[config.mk]
export PLATFORM = sky130hd
export DESIGN_NAME = cla_pipe_adder
export DESIGN_NICKNAME = d
export VERILOG_FILES = /design/src/rtl/cla_pipe_adder.sv
export SDC_FILE = /design/constraint.sdc
export NUM_CORES = 1
export LEC_CHECK = 0
export ABC_AREA = 1
export BUFFER_PORTS_ARGS = -buffer_cell sky130_fd_sc_hd__buf_2
export CORE_MARGIN = 2
export CORE_UTILIZATION = 40
export DETAILED_ROUTE_END_ITERATION = 6
export GPL_TIMING_DRIVEN = 0
export HOLD_SLACK_MARGIN = 0.15
export PLACE_DENSITY = 0.64
export RECOVER_POWER = 25
export REMOVE_ABC_BUFFERS = 1
export SLEW_MARGIN = 20
export SYNTH_ARGS = -nofsm -noshare
export SYNTH_HDL_FRONTEND = slang
export SYNTH_SLANG_ARGS = --single-unit
[constraint.sdc]
create_clock -name clk -period 8 [get_ports clk]
set_input_delay 0.8 -clock clk [delete_from_list [all_inputs] [get_ports clk]]
set_output_delay 0.8 -clock clk [all_outputs]
set_load 0.02 [all_outputs]
[src/rtl/cla_pipe_adder.sv]
// Pipelined carry-lookahead adder/subtractor.
// Each pipeline stage resolves S = GROUP*GROUPS_PER_STAGE result bits with
// lookahead carries between GROUP-bit groups. The remaining operand bits and
// the finished lower result bits travel alongside, so every slice of one
// transaction leaves the last stage together. The handshake uses a single
// global stall: when the output is held, every stage holds.
module cla_pipe_adder #(
  parameter int WIDTH            = 32,
  parameter int GROUP            = 4,
  parameter int GROUPS_PER_STAGE = 2
) (
  input  logic             clk,
  input  logic             rst,
  input  logic             in_valid,
  output logic             in_ready,
  input  logic [WIDTH-1:0] a,
  input  logic [WIDTH-1:0] b,
  input  logic             cin,
  input  logic             sub,
  output logic             out_valid,
  input  logic             out_ready,
  output logic [WIDTH-1:0] result,
  output logic             cout,
  output logic             overflow
);

  localparam int S      = GROUP * GROUPS_PER_STAGE;
  localparam int STAGES = WIDTH / S;

  if ((WIDTH % S) != 0 || STAGES < 1) begin : g_bad_params
    $error("cla_pipe_adder: WIDTH must be a positive multiple of GROUP*GROUPS_PER_STAGE");
  end

  // Operands still to be processed, partial result, and the carry into the
  // next unresolved slice (ovf is only meaningful in the last stage).
  typedef struct packed {
    logic [WIDTH-1:0] a;
    logic [WIDTH-1:0] b;
    logic [WIDTH-1:0] res;
    logic             carry;
    logic             ovf;
  } stage_t;

  typedef struct packed {
    logic [S-1:0] sum;
    logic         cout;
    logic         c_msb;   // carry into the top bit of the slice
  } slice_t;

  // One stage worth of CLA groups; the group carry-out is formed from the
  // group generate/propagate and feeds the next group's carry-in.
  function automatic slice_t slice_add(input logic [S-1:0] x,
                                       input logic [S-1:0] y,
                                       input logic         ci);
    slice_t           r;
    logic [GROUP-1:0] g;
    logic [GROUP-1:0] p;
    logic             gg;
    logic             pg;
    logic             c_grp;
    logic             c_bit;
    // NOTE: blocking assignments are correct here; this is pure combinational
    // evaluation where each line must see the value computed just above it.
    r     = '0;
    c_grp = ci;
    for (int j = 0; j < GROUPS_PER_STAGE; j++) begin
      g     = x[j*GROUP +: GROUP] & y[j*GROUP +: GROUP];
      p     = x[j*GROUP +: GROUP] ^ y[j*GROUP +: GROUP];
      gg    = 1'b0;
      pg    = 1'b1;
      c_bit = c_grp;
      for (int i = 0; i < GROUP; i++) begin
        r.sum[j*GROUP+i] = p[i] ^ c_bit;
        if (j*GROUP + i == S-1) r.c_msb = c_bit;
        c_bit = g[i] | (p[i] & c_bit);
        gg    = g[i] | (p[i] & gg);
        pg    = pg & p[i];
      end
      c_grp = gg | (pg & c_grp);
    end
    r.cout = c_grp;
    return r;
  endfunction

  logic [STAGES-1:0] valid_q;
  stage_t            stage_q [STAGES];
  stage_t            stage_d [STAGES];
  stage_t            src     [STAGES];
  stage_t            in_stage;
  logic              advance;

  // Global stall: the pipe moves unless a finished result is being held.
  assign advance  = !valid_q[STAGES-1] || out_ready;
  assign in_ready = advance;

  // Subtraction is a + ~b + ~cin, so a borrow-in removes one more.
  always_comb begin
    in_stage       = '0;
    in_stage.a     = a;
    in_stage.b     = sub ? ~b : b;
    in_stage.carry = sub ? ~cin : cin;
  end

  assign src[0] = in_stage;
  for (genvar k = 1; k < STAGES; k++) begin : g_src
    assign src[k] = stage_q[k-1];
  end

  // Resolve slice k of whatever is entering stage k.
  always_comb begin
    slice_t sr;
    for (int k = 0; k < STAGES; k++) begin
      // NOTE: every element is fully assigned on every pass, so no latch is
      // inferred even though the loop body has no explicit else branches.
      sr                     = slice_add(src[k].a[k*S +: S], src[k].b[k*S +: S], src[k].carry);
      stage_d[k]             = src[k];
      stage_d[k].res[k*S +: S] = sr.sum;
      stage_d[k].carry       = sr.cout;
      stage_d[k].ovf         = sr.c_msb ^ sr.cout;
    end
  end

  // Shift valid bits every advance; load data only behind a valid bit so the
  // outputs hold the last real result while bubbles pass.
  always_ff @(posedge clk or posedge rst) begin
    if (rst) begin
      // NOTE: data registers are reset along with the valid bits so that a
      // reset mid-transaction leaves result/cout/overflow at zero, not stale.
      valid_q <= '0;
      for (int k = 0; k < STAGES; k++) stage_q[k] <= '0;
    end else if (advance) begin
      // NOTE: non-blocking assignments let every stage read the old value of
      // its predecessor, which is what makes this a shift rather than a flush.
      valid_q[0] <= in_valid;
      if (in_valid) stage_q[0] <= stage_d[0];
      for (int k = 1; k < STAGES; k++) begin
        valid_q[k] <= valid_q[k-1];
        if (valid_q[k-1]) stage_q[k] <= stage_d[k];
      end
    end
  end

  assign out_valid = valid_q[STAGES-1];
  assign result    = stage_q[STAGES-1].res;
  assign cout      = stage_q[STAGES-1].carry;
  assign overflow  = stage_q[STAGES-1].ovf;

endmodule

# Yosys cells after proc, flatten, opt, wreduce, memory -nomap -nowiden
# Index checks and enable logic that the tools add are counted.
[totals]
output_inout_bits = 36
reg_bits = 281
in_bits = 70
[classes]
mux = 2
n_bitwise = 187
n_reduce_logical = 6
[op_table]
columns = ["cell", "count"]
rows = [
  ["1-bit bitwise AND", 80],
  ["1-bit bitwise OR", 56],
  ["1-bit XOR", 33],
  ["4-bit bitwise AND", 8],
  ["32-bit two-way mux", 1],
  ["32-bit inverter", 1],
  ["4-bit XOR", 8],
  ["2-bit AND reduction", 4],
  ["1-bit zero test", 1],
  ["1-bit logical OR", 1],
  ["1-bit two-way mux", 1],
  ["1-bit inverter", 1],
]

# Logic depth before layout (Yosys ltp)
# Gate-level depths: netlist (run 1).
[depth]
word_depth = 17
ltp_mapped = 16
ltp_nobuf = 14

# Worst setup path before layout (run 1)
# Ideal clock, no wire load.
[synth_timing]
kind = "input to register"
startpoint = "input sub"
endpoint = "register stage_q (netlist bit src[205])"
setup_ps = 126
path_stages = 16
required_time_ps = 7874
path_slack_ps = 4419
t_arrival_ps = 3455
cell_sequence = "buf_4 -> buf_2 -> xnor2_1 -> inv_1 -> ha_1 -> nand2_1 -> nor2_1 -> nand2_1 -> nand2_1 -> inv_1 -> fa_1 -> fa_1 -> fa_1 -> xnor2_1 -> nand2_1 -> o21ai_0"
[synth_via]
elab_chain_cells = 16
[synth_rtl]
columns = ["element", "line", "text"]
rows = [
  ["from (decl)", "19", "input logic sub,"],
  ["32-bit two-way mux", "100", "in_stage.b = sub ? ~b : b;"],
  ["4-bit XOR / 4-bit bitwise AND (equally long branches)", "68, 67", ""],
  ["1-bit bitwise AND", "76", "gg = g[i] | (p[i] & gg);"],
  ["1-bit bitwise OR", "76", ""],
  ["1-bit bitwise AND", "76", ""],
  ["1-bit bitwise OR", "76", ""],
  ["1-bit bitwise AND", "76", ""],
  ["1-bit bitwise OR", "76", ""],
  ["1-bit bitwise OR", "79", "c_grp = gg | (pg & c_grp);"],
  ["1-bit bitwise AND", "75", "c_bit = g[i] | (p[i] & c_bit);"],
  ["1-bit bitwise OR", "75", ""],
  ["1-bit bitwise AND", "75", ""],
  ["1-bit bitwise OR", "75", ""],
  ["1-bit bitwise AND", "75", ""],
  ["1-bit bitwise OR", "75", ""],
  ["1-bit XOR (*)", "73", "r.sum[j*GROUP+i] = p[i] ^ c_bit;"],
  ["to (signal, indexed assignment)", "138", "if (valid_q[k-1]) stage_q[k] <= stage_d[k];"],
  ["to (decl)", "86", "stage_t stage_q [STAGES];"],
]
# Every way passes the cells marked *; elsewhere a longest branch is shown, timed or not.
# A chain may end at the register's enable or synchronous reset.

==> results of run 1 <==
## metal layers
metal | share of wire | vias to the layer above | global-route usage
met2 | 0.49 | 92 | 0.2689
met5 | 0 | - | 0
met4 | 0.011 | 0 | 0.04720
li1 | - | 3053 | -
met3 | 0.043 | 13 | 0.04127
met1 | 0.46 | 2798 | 0.2036
## worst register-to-register path, stage by stage (launching register included)
cell     delay, ps
dfrtp_1        370
inv_1           60
nor2_1         160
nor2_1        1780
inv_2         1020
or2_1          470
nor2_1         100
a21oi_1         70
## power by group through the flow
| stage | Sequential [uW] | Combinational, uW | Clock [uW] |
|---|---|---|---|
| global route | 1590 | 1450 | 906 |
| detailed placement | 1550 | 1270 | 0 |
| CTS | 1540 | 1280 | 866 |
| finish | 1530 | 1230 | 838 |
| floorplan | 1590 | 823 | 0 |
| global placement | 1540 | 1230 | 0 |
## placed cells by master, fill, tap and decap left out, drive strengths merged
master,instances
a21o,2
xnor2,27
dfrtp,185
buf,106
xor2,14
inv,88
a21oi,10
fa,24
ha,32
or2,2
nand3,12
nand2,379
o21ai,99
nor2,19
clkinvlp,2
a31oi,2
bufinv,2
clkinv,5
clkbuf,23
## metrics by stage
step             util  instances
2_1_floorplan       -        894
6_report       0.4683       1308
4_1_cts        0.4712       1308
5_1_grt        0.4683       1308
3_3_place_gp   0.4404       1274
3_5_place_dp   0.4433       1276
## layout make-up
| type | count | area, um2 |
|---|---|---|
| clock buffer | 22 | 474.2 |
| tap | 275 | 344.1 |
| multi-input combinational | 622 | 3426 |
| timing repair buffer | 107 | 558.0 |
| clock inverter | 10 | 113.9 |
| fill | 2127 | 11210 |
| sequential | 185 | 4629 |
| inverter | 87 | 330.3 |
## final timing paths
path / startpoint / end / slack [ps]
worst max-delay path: rst / src[252] / 2960
worst min-delay path: result[17] / result[17] / 460
worst max register to register: valid_q[3] / src[1] / 3850
worst min register to register: result[17] / result[17] / 460
max in group clk: out_ready / src[1] / 3830
min in group asynchronous: rst / src[60] / 1420
## logic make-up (layout without fill, tap and decap cells)
logic type,count (synthesis),in the layout,share of synthesized area
DFF,185,185,0.5355
xor gates and xnor gates,41,41,0.04153
AOI/OAI and AO/OA,113,113,0.06802
adders and majority gates,56,56,0.1019
and+or+nand+nor,412,412,0.1886
buffers and inverters,127,226,0.06454
## sequential cells by signal, summed over array words and instances (netlist names)
register / flops
cout: 1
overflow: 1
result: 32
src: 147
valid_q: 4
==> results.json, run 1 <==
{
  "status": "complete, but fails checks",
  "violations": "max-capacitance violations, max-slew violations",
  "drt-initial-drc-count": 226,
  "power.total_uw": 3599,
  "worstPathArrival_ps": 5050,
  "crit_path_top_delay_cell": "clkinvlp_2",
  "port_buffers": 105,
  "track_usage": 0.1596,
  "worstSetupStartpointType": "input port",
  "cts_tree": "done",
  "min_path_cells": 2,
  "cts_sinks": 185,
  "hold_class": "reg2reg",
  "tns_ps": 0,
  "grt_max_degree": 103,
  "yosys_warnings": 0,
  "worstSetupPathType": "in2async",
  "antenna_left": 0,
  "p_switching_uw": 1349,
  "synth_edf_count": 0,
  "core-area_um2": 21090,
  "globalplace.congestion": 0.7350,
  "r2r_cells": 7,
  "die_area_um2": 22810,
  "synth.area.top_cells": "dfrtp_1, nand2_1, fa_1, ha_1, o21ai_0",
  "cpPeakStageDelay_ps": 2010,
  "die-width_um": 151.0,
  "worst_setup_path_end_kind": "async pin",
  "route.detailed.drc": 0,
  "hold_viol": 0,
  "critPathTopFamily": "buffers and inverters",
  "antenna_found_initial": 0,
  "grt_pass1_wl_mm": 28.31,
  "cts_buffer_depth": 2,
  "yosysTopAreaCell": "dfrtp_1",
  "routedWlPerCell_um": 12.67,
  "fin_ws_ps": 2960,
  "max_freq_mhz": 198.4,
  "required_ps": 8010,
  "routed_wl_mm": 16.58,
  "dp_hpwl_mm": 10.95,
  "finalInstanceArea_um2": 9876,
  "cp_max_fo": 102,
  "ys_top_cells_by_count": "nand2_1, dfrtp_1, inv_1",
  "finClkSkew_ps": 11.49,
  "drive_gt1_frac": 0.1442,
  "grt_pass1_vias": 5860,
  "cp.buffers_inverters": 3,
  "pwr-share-seq": 0.426,
  "cts-root-buf": "clkbuf_16",
  "setup_viol": 0,
  "nNetsFinal": 1146,
  "clk_pin_slew_ps": 70,
  "rsz0062_at_grt": "no",
  "initial_core_util": 0.4100,
  "htreeDepth": 4,
  "drv_slew": 222,
  "p_int_uw": 2250,
  "synth.most_common_cell": "nand2_1",
  "vias": 5956,
  "powerDensity_nw_per_um2": 364.4,
  "die_y_um": 151.0,
  "min_period_ps": 5040,
  "synth_ff_type": "dfrtp_1",
  "path_cells": "buf_2 > clkinvlp_2 > clkbuf_2",
  "antenna_cells": 0,
  "place_area_um2": 9349,
  "timing.final.crit_share": 0.6300,
  "holdWs_ps": 463.8,
  "worst_pin_slew_ps": 3592,
  "syn_area_per_cell_um2": 9.257,
  "synth_seq_area_share": 0.5355,
  "cts_resized": 0,
  "numCtsBuffers": 17,
  "power_frac_comb": 0.341,
  "slew_headroom": -1.408,
  "max-vdd-ir-drop_mv": 0.1570,
  "p_leak_uw": 0.005257,
  "clock_latency_ps": 430,
  "post-cts-setup-buffers": 0,
  "ys_ff_latch": 185,
  "synth_cells": 934,
  "yosys.area.top_type_share": 0.5355,
  "place_ws_ps": 3637,
  "vias_per_cell": 4.554,
  "ctsHoldBuffers": 0,
  "async_reset_ff_frac": 1.000,
  "dr.pass1.iters": 4,
  "layout-area-overhead-vs-synth_pct": 14.23,
  "syn_area_um2": 8646,
  "cp.depth": 3,
  "overflow": 0,
  "maxCapViolations": 3,
  "pwr-share-clk": 0.233,
  "fp-row-count": 53,
  "ys_types": 24,
  "ios": 106,
  "switching_share": 0.3748
}
No activity file was read; power rests on OpenSTA's default activity.
==> run 2, diff against run 1 <==
Settings changed: PLACE_DENSITY 0.64 to 0.67.
Clock period 8 ns to 4.5 ns, I/O delays scaled along.
==> run 2 against run 1 <==
  * The flow now finishes without violations
  * Global-route usage grew 0.16 points
  * Die area is the same
  * First-iteration DRC count grew 13%
  * Clock-buffer cell count shrank 1
  * Utilization is essentially flat
==> results.json, run 2 (synthesis results as in run 1) <==
{
  "core-area_um2": 21090,
  "max-vdd-ir-drop_mv": 0.2523,
  "cts_buffer_depth": 2,
  "layout.cells.non_filler": 1308,
  "worstSetupStartpointType": "input port",
  "crit_path_top_delay_cell": "buf_2",
  "n_fill_cell": 2084,
  "grtUsageMet2": 0.2775,
  "hold_class": "in2reg",
  "worstPathArrival_ps": 3800,
  "tns_ps": 0,
  "finClkSkew_ps": 9.222,
  "slew_headroom": 0.2725,
  "dr.pass1.iters": 4,
  "drive_gt1_frac": 0.1297,
  "nNetsFinal": 1147,
  "maxCapViolations": 0,
  "grtUsageMet3": 0.03494,
  "place_ws_ps": 483.4,
  "fin_ws_ps": 971.8,
  "port_buffers": 105,
  "ctsHoldBuffers": 1,
  "cp_max_fo": 33,
  "layout-area-overhead-vs-synth_pct": 14.25,
  "use_met1": 0.2003,
  "required_ps": 4770,
  "antenna_cells": 0,
  "grt_pass1_wl_mm": 28.59,
  "final_common_cell": "nand2_1",
  "worst_pin_slew_ps": 1087,
  "p_leak_uw": 0.005207,
  "pwr-share-seq": 0.431,
  "cpPeakStageDelay_ps": 790,
  "cts_tree": "done",
  "fp-row-count": 53,
  "cts_resized": 0,
  "largest_register_ffs": 147,
  "vias": 5914,
  "switching_share": 0.3826,
  "setup_viol": 0,
  "die_y_um": 151.0,
  "layout_common_cells": "nand2_1, dfrtp_1, buf_2",
  "post-cts-setup-buffers": 0,
  "crit_top_cell": "nand2_1",
  "worst_setup_path_end_kind": "register",
  "timing.final.crit_share": 0.7840,
  "multi_input_area_um2": 3442,
  "worstSetupPathType": "in2reg",
  "powerDensity_nw_per_um2": 641.4,
  "grt_pass1_vias": 6015,
  "max_freq_mhz": 283.4,
  "cts_sinks": 185,
  "status": "finished, final reports clean",
  "grt_busiest_layer": "met2",
  "drv_slew": 0,
  "die_area_um2": 22810,
  "seqCellArea_um2": 4629,
  "cts-root-buf": "clkbuf_16",
  "path_cells": "buf_2 > xnor2_1 > inv_1 > ha_1 > nand2_1 > nor2_1 > nand2_1 > nand2_1 > inv_1 > fa_1 > fa_1 > fa_1 > xnor2_1 > nand2_1 > o21ai_0",
  "clk_pin_slew_ps": 70,
  "overflow": 0,
  "track_usage": 0.1612,
  "routedWlPerCell_um": 12.90,
  "vias_per_cell": 4.521,
  "antenna_left": 0,
  "globalplace.congestion": 0.7642,
  "initial_core_util": 0.4100,
  "dp_hpwl_mm": 11.01,
  "p_int_uw": 3911,
  "grt_max_degree": 102,
  "p_switching_uw": 2424,
  "numCtsBuffers": 17,
  "rsz0062_at_grt": "no",
  "route.detailed.drc": 0,
  "pwr-share-clk": 0.225,
  "min_period_ps": 3528,
  "routed_wl_mm": 16.88,
  "hold_viol": 0,
  "clock_latency_ps": 430,
  "drt-initial-drc-count": 255,
  "die-width_um": 151.0,
  "power_frac_comb": 0.344,
  "ios": 106,
  "antenna_found_initial": 1,
  "htreeDepth": 4,
  "dp.cells": 1276
}
-- run 2: power groups by stage --
stage / Combinational [uW] / Clock (uW) / Sequential [uW]
after CTS: 2270 / 1460 / 2740
after floorplan: 1460 / 0 / 2830
final: 2180 / 1420 / 2730
after detailed placement: 2260 / 0 / 2760
after global placement: 2170 / 0 / 2740
after global routing: 2580 / 1530 / 2830
-- run 2: final cells by class --
class                      count  area share
tap                          275     0.03483
clock buffer                  21     0.04661
multi-input combinational    622      0.3484
clock inverter                10    0.009500
timing repair buffer         108     0.05788
inverter                      87     0.03407
sequential                   185      0.4687
-- run 2: metal layers --
metal | wire length (um) | vias up
li1 | - | 3047
met1 | 7747 | 2762
met2 | 8143 | 80
met3 | 666 | 23
met4 | 303 | 2
met5 | 13 | -
-- run 2: critical path: cells and delay by family --
kind                     cells  cell delay, ps
buffers and inverters        3             920
AND/OR/NAND/NOR              5             360
adder cells (fa/ha/maj)      4            1560
AO/OA/AOI/OAI                1              90
XOR/XNOR                     2             370
-- run 2: path summary, 6_finish.rpt --
check | start | end | slack [ps] | cells past startpoint
worst min-delay path | a[12] | src[274] | 220 | 3
worst max-delay path | sub | src[205] | 970 | 15
min in group asynchronous | rst | result[2] | 680 | 3
max in group asynchronous | rst | src[277] | 2910 | 4
worst min register to register | result[16] | result[16] | 470 | 2
worst max register to register | src[239] | src[115] | 1670 | 11
-- run 2: stage by stage --
step                      utilization  cell area, um2  power [uW]  hold WS [ps]
after floorplan                     -            8417        4296         442.2
after global placement         0.4404            9286        4916         450.3
after detailed placement       0.4433            9349        5021         455.5
after CTS                      0.4701            9913        6468         200.2
after global routing           0.4684            9878        6940         201.5
final                          0.4684            9878        6335         215.8
==> run 3, diff against run 2 <==
Settings changed: ABC_AREA 1 to 0, PLACE_DENSITY 0.67 to 0.65.
Clock period 4.5 ns to 3.4 ns, I/O delays scaled along.
==> run 3 against run 2 <==
  * Worst setup slack got worse by 760 ps
  * Global-route usage down 1.8 points
  * The run now ends with max-capacitance violations, max-slew violations left
  * Final cell count decreased by 21%
  * Sequential power grew 39%
  * Utilization rose by 1.2 points
  * Combinational power is 59% higher
  * Hold slack got worse by 43 ps
  * Area after synthesis is 2.3% lower
  * Routed wire length down 13%
  * First-iteration DRC count down 42%
  * Highest routed layer is now met4
  * Synthesized cell count is 33% lower
  * Register-to-register slack lost 1500 ps
  * Critical path type is now reg2reg
==> results.json, run 3 <==
{
  "hold_class": "in2reg",
  "nNetsFinal": 876,
  "ys_ff_latch": 185,
  "numCtsBuffers": 17,
  "fin_ws_ps": 213.0,
  "worst_pin_slew_ps": 2054,
  "cts_sinks": 185,
  "slew_headroom": -0.3695,
  "worst_setup_path_end_kind": "register",
  "synth_seq_area_share": 0.5482,
  "rsz0062_at_grt": "no",
  "worstReg2RegStart": "src[58]",
  "violations": "max-capacitance violations, max-slew violations",
  "synth_ff_type": "dfrtp_1",
  "antenna_left": 0,
  "drive_gt1_frac": 0.3574,
  "antenna_cells": 0,
  "r2r_cells": 10,
  "drt-initial-drc-count": 148,
  "clk_pin_slew_ps": 70,
  "worstSetupPathType": "reg2reg",
  "synth.most_common_cell": "dfrtp_1",
  "dp_hpwl_mm": 9.479,
  "largest_register_ffs": 147,
  "cts_tree": "done",
  "die-width_um": 149.3,
  "synth_edf_count": 0,
  "layout_common_cells": "dfrtp_1, mux2_2, buf_2",
  "grt_max_degree": 96,
  "antenna_found_initial": 0,
  "cp_max_fo": 5,
  "fp-row-count": 53,
  "globalplace.congestion": 0.7202,
  "max-vdd-ir-drop_mv": 0.2882,
  "ys_top_cells_by_count": "dfrtp_1, mux2_2, nand2_1",
  "die_y_um": 149.3,
  "timing.final.crit_share": 0.9374,
  "dr.pass1.iters": 4,
  "min_path_cells": 2,
  "critPathLaunch": "src[58]",
  "vias_per_cell": 4.764,
  "ios": 106,
  "yosys.area.top_type_share": 0.5482,
  "post-cts-setup-buffers": 0,
  "maxCapViolations": 1,
  "die_area_um2": 22290,
  "final_common_cell": "dfrtp_1",
  "status": "complete, but fails checks",
  "place_ws_ps": -500.1,
  "worstSetupStartpointType": "register",
  "min_period_ps": 3187,
  "vias": 4935,
  "grt_pass1_vias": 4924,
  "max_freq_mhz": 313.8,
  "htreeDepth": 4,
  "required_ps": 3760,
  "finalInstanceArea_um2": 10030,
  "cts_buffer_depth": 2,
  "n_fill_cell": 1923,
  "syn_area_um2": 8444,
  "synth.area.top_cells": "dfrtp_1, mux2_2, fa_1, ha_1, xnor2_1",
  "drv_slew": 95,
  "setup_viol": 0,
  "place_area_um2": 9234,
  "powerDensity_nw_per_um2": 920.2,
  "synth_cells": 628,
  "layout-area-overhead-vs-synth_pct": 18.80,
  "routedWlPerCell_um": 14.22,
  "finClkSkew_ps": 9.768,
  "route.detailed.drc": 0,
  "port_buffers": 105,
  "async_reset_ff_frac": 1.000,
  "clock_latency_ps": 430,
  "syn_area_per_cell_um2": 13.45,
  "p_leak_uw": 0.004631,
  "min-delay-start": "a[24]",
  "track_usage": 0.1437,
  "routed_wl_mm": 14.73,
  "hold_viol": 0,
  "grt_pass1_wl_mm": 24.85,
  "yosysTopAreaCell": "dfrtp_1",
  "worstPathArrival_ps": 3540,
  "ys_types": 31,
  "initial_core_util": 0.4043,
  "cts-root-buf": "clkbuf_16",
  "overflow": 0,
  "yosys_warnings": 0,
  "core-area_um2": 20890
}
## run 3: critical path, cell delays in order (launching register included)
cell and delay [ps]:
dfrtp_1 400, ha_1 300, a21o_1 200, a21oi_1 170, o21ai_0 260, fa_1 460, fa_1 390, fa_1 470
nor3_1 240, a22oi_1 100, nand3_1 130
## run 3: repair_timing
action,CTS,global route
hold endpoints to repair,116,0
hold buffers,23,0
setup endpoints to repair,1,0
gates resized for setup,1,0
## run 3: power by group
group | switching, uW | internal (uW) | leakage, uW
Sequential | 594 | 3200 | 0.00223
Clock | 840 | 1140 | 0.000270
Combinational | 1660 | 1800 | 0.00214
Total | 3100 | 6140 | 0.00463
## run 3: per-stage QoR
| step | instances | power (uW) | hold slack [ps] | setup TNS [ps] | utilization |
|---|---|---|---|---|---|
| after detailed placement | 983 | 7367 | 466.8 | -907.9 | 0.4420 |
| after global placement | 981 | 7243 | 457.9 | -789590 | 0.4386 |
| after floorplan | 601 | 6355 | 444.4 | -364210 | - |
| final | 1036 | 9231 | 172.4 | 0 | 0.4803 |
| after global routing | 1036 | 10020 | 153.2 | 0 | 0.4803 |
| after CTS | 1036 | 9405 | 156.4 | 0 | 0.4812 |
## run 3: logic make-up after synthesis
| kind of cell | after synthesis | synth area share |
|---|---|---|
| AOI/OAI and AO/OA | 75 | 0.04875 |
| muxes | 135 | 0.1845 |
| buffers and inverters | 56 | 0.03126 |
| and+or+nand+nor | 80 | 0.04045 |
| adders and majority gates | 56 | 0.1043 |
| xor gates and xnor gates | 41 | 0.04252 |
| DFF | 185 | 0.5482 |
## run 3: area by class of cell
cell class | count | area [um2] | share of cell area
multi-input combinational | 387 | 3561 | 0.3550
timing repair buffer | 130 | 798.3 | 0.07957
clock inverter | 9 | 115.1 | 0.01147
inverter | 29 | 113.9 | 0.01135
sequential | 185 | 4629 | 0.4615
clock buffer | 21 | 470.5 | 0.04689
tap | 275 | 344.1 | 0.03430
## run 3: worst paths after layout
check	to	slack, ps
hold reg to reg	src[201]	480
hold / removal	src[286]	170
setup / recovery	overflow	210
setup reg to reg	overflow	210
max in group asynchronous	src[18]	1120
min in group asynchronous	src[158]	1100
## run 3: per-layer routing
metal | up-vias | routed length (um) | GRT usage
li1 | 2384 | - | -
met1 | 2448 | 6846 | 0.1877
met2 | 91 | 7219 | 0.2373
met3 | 12 | 505 | 0.03792
met4 | 0 | 161 | 0.04048
met5 | - | 0 | 0
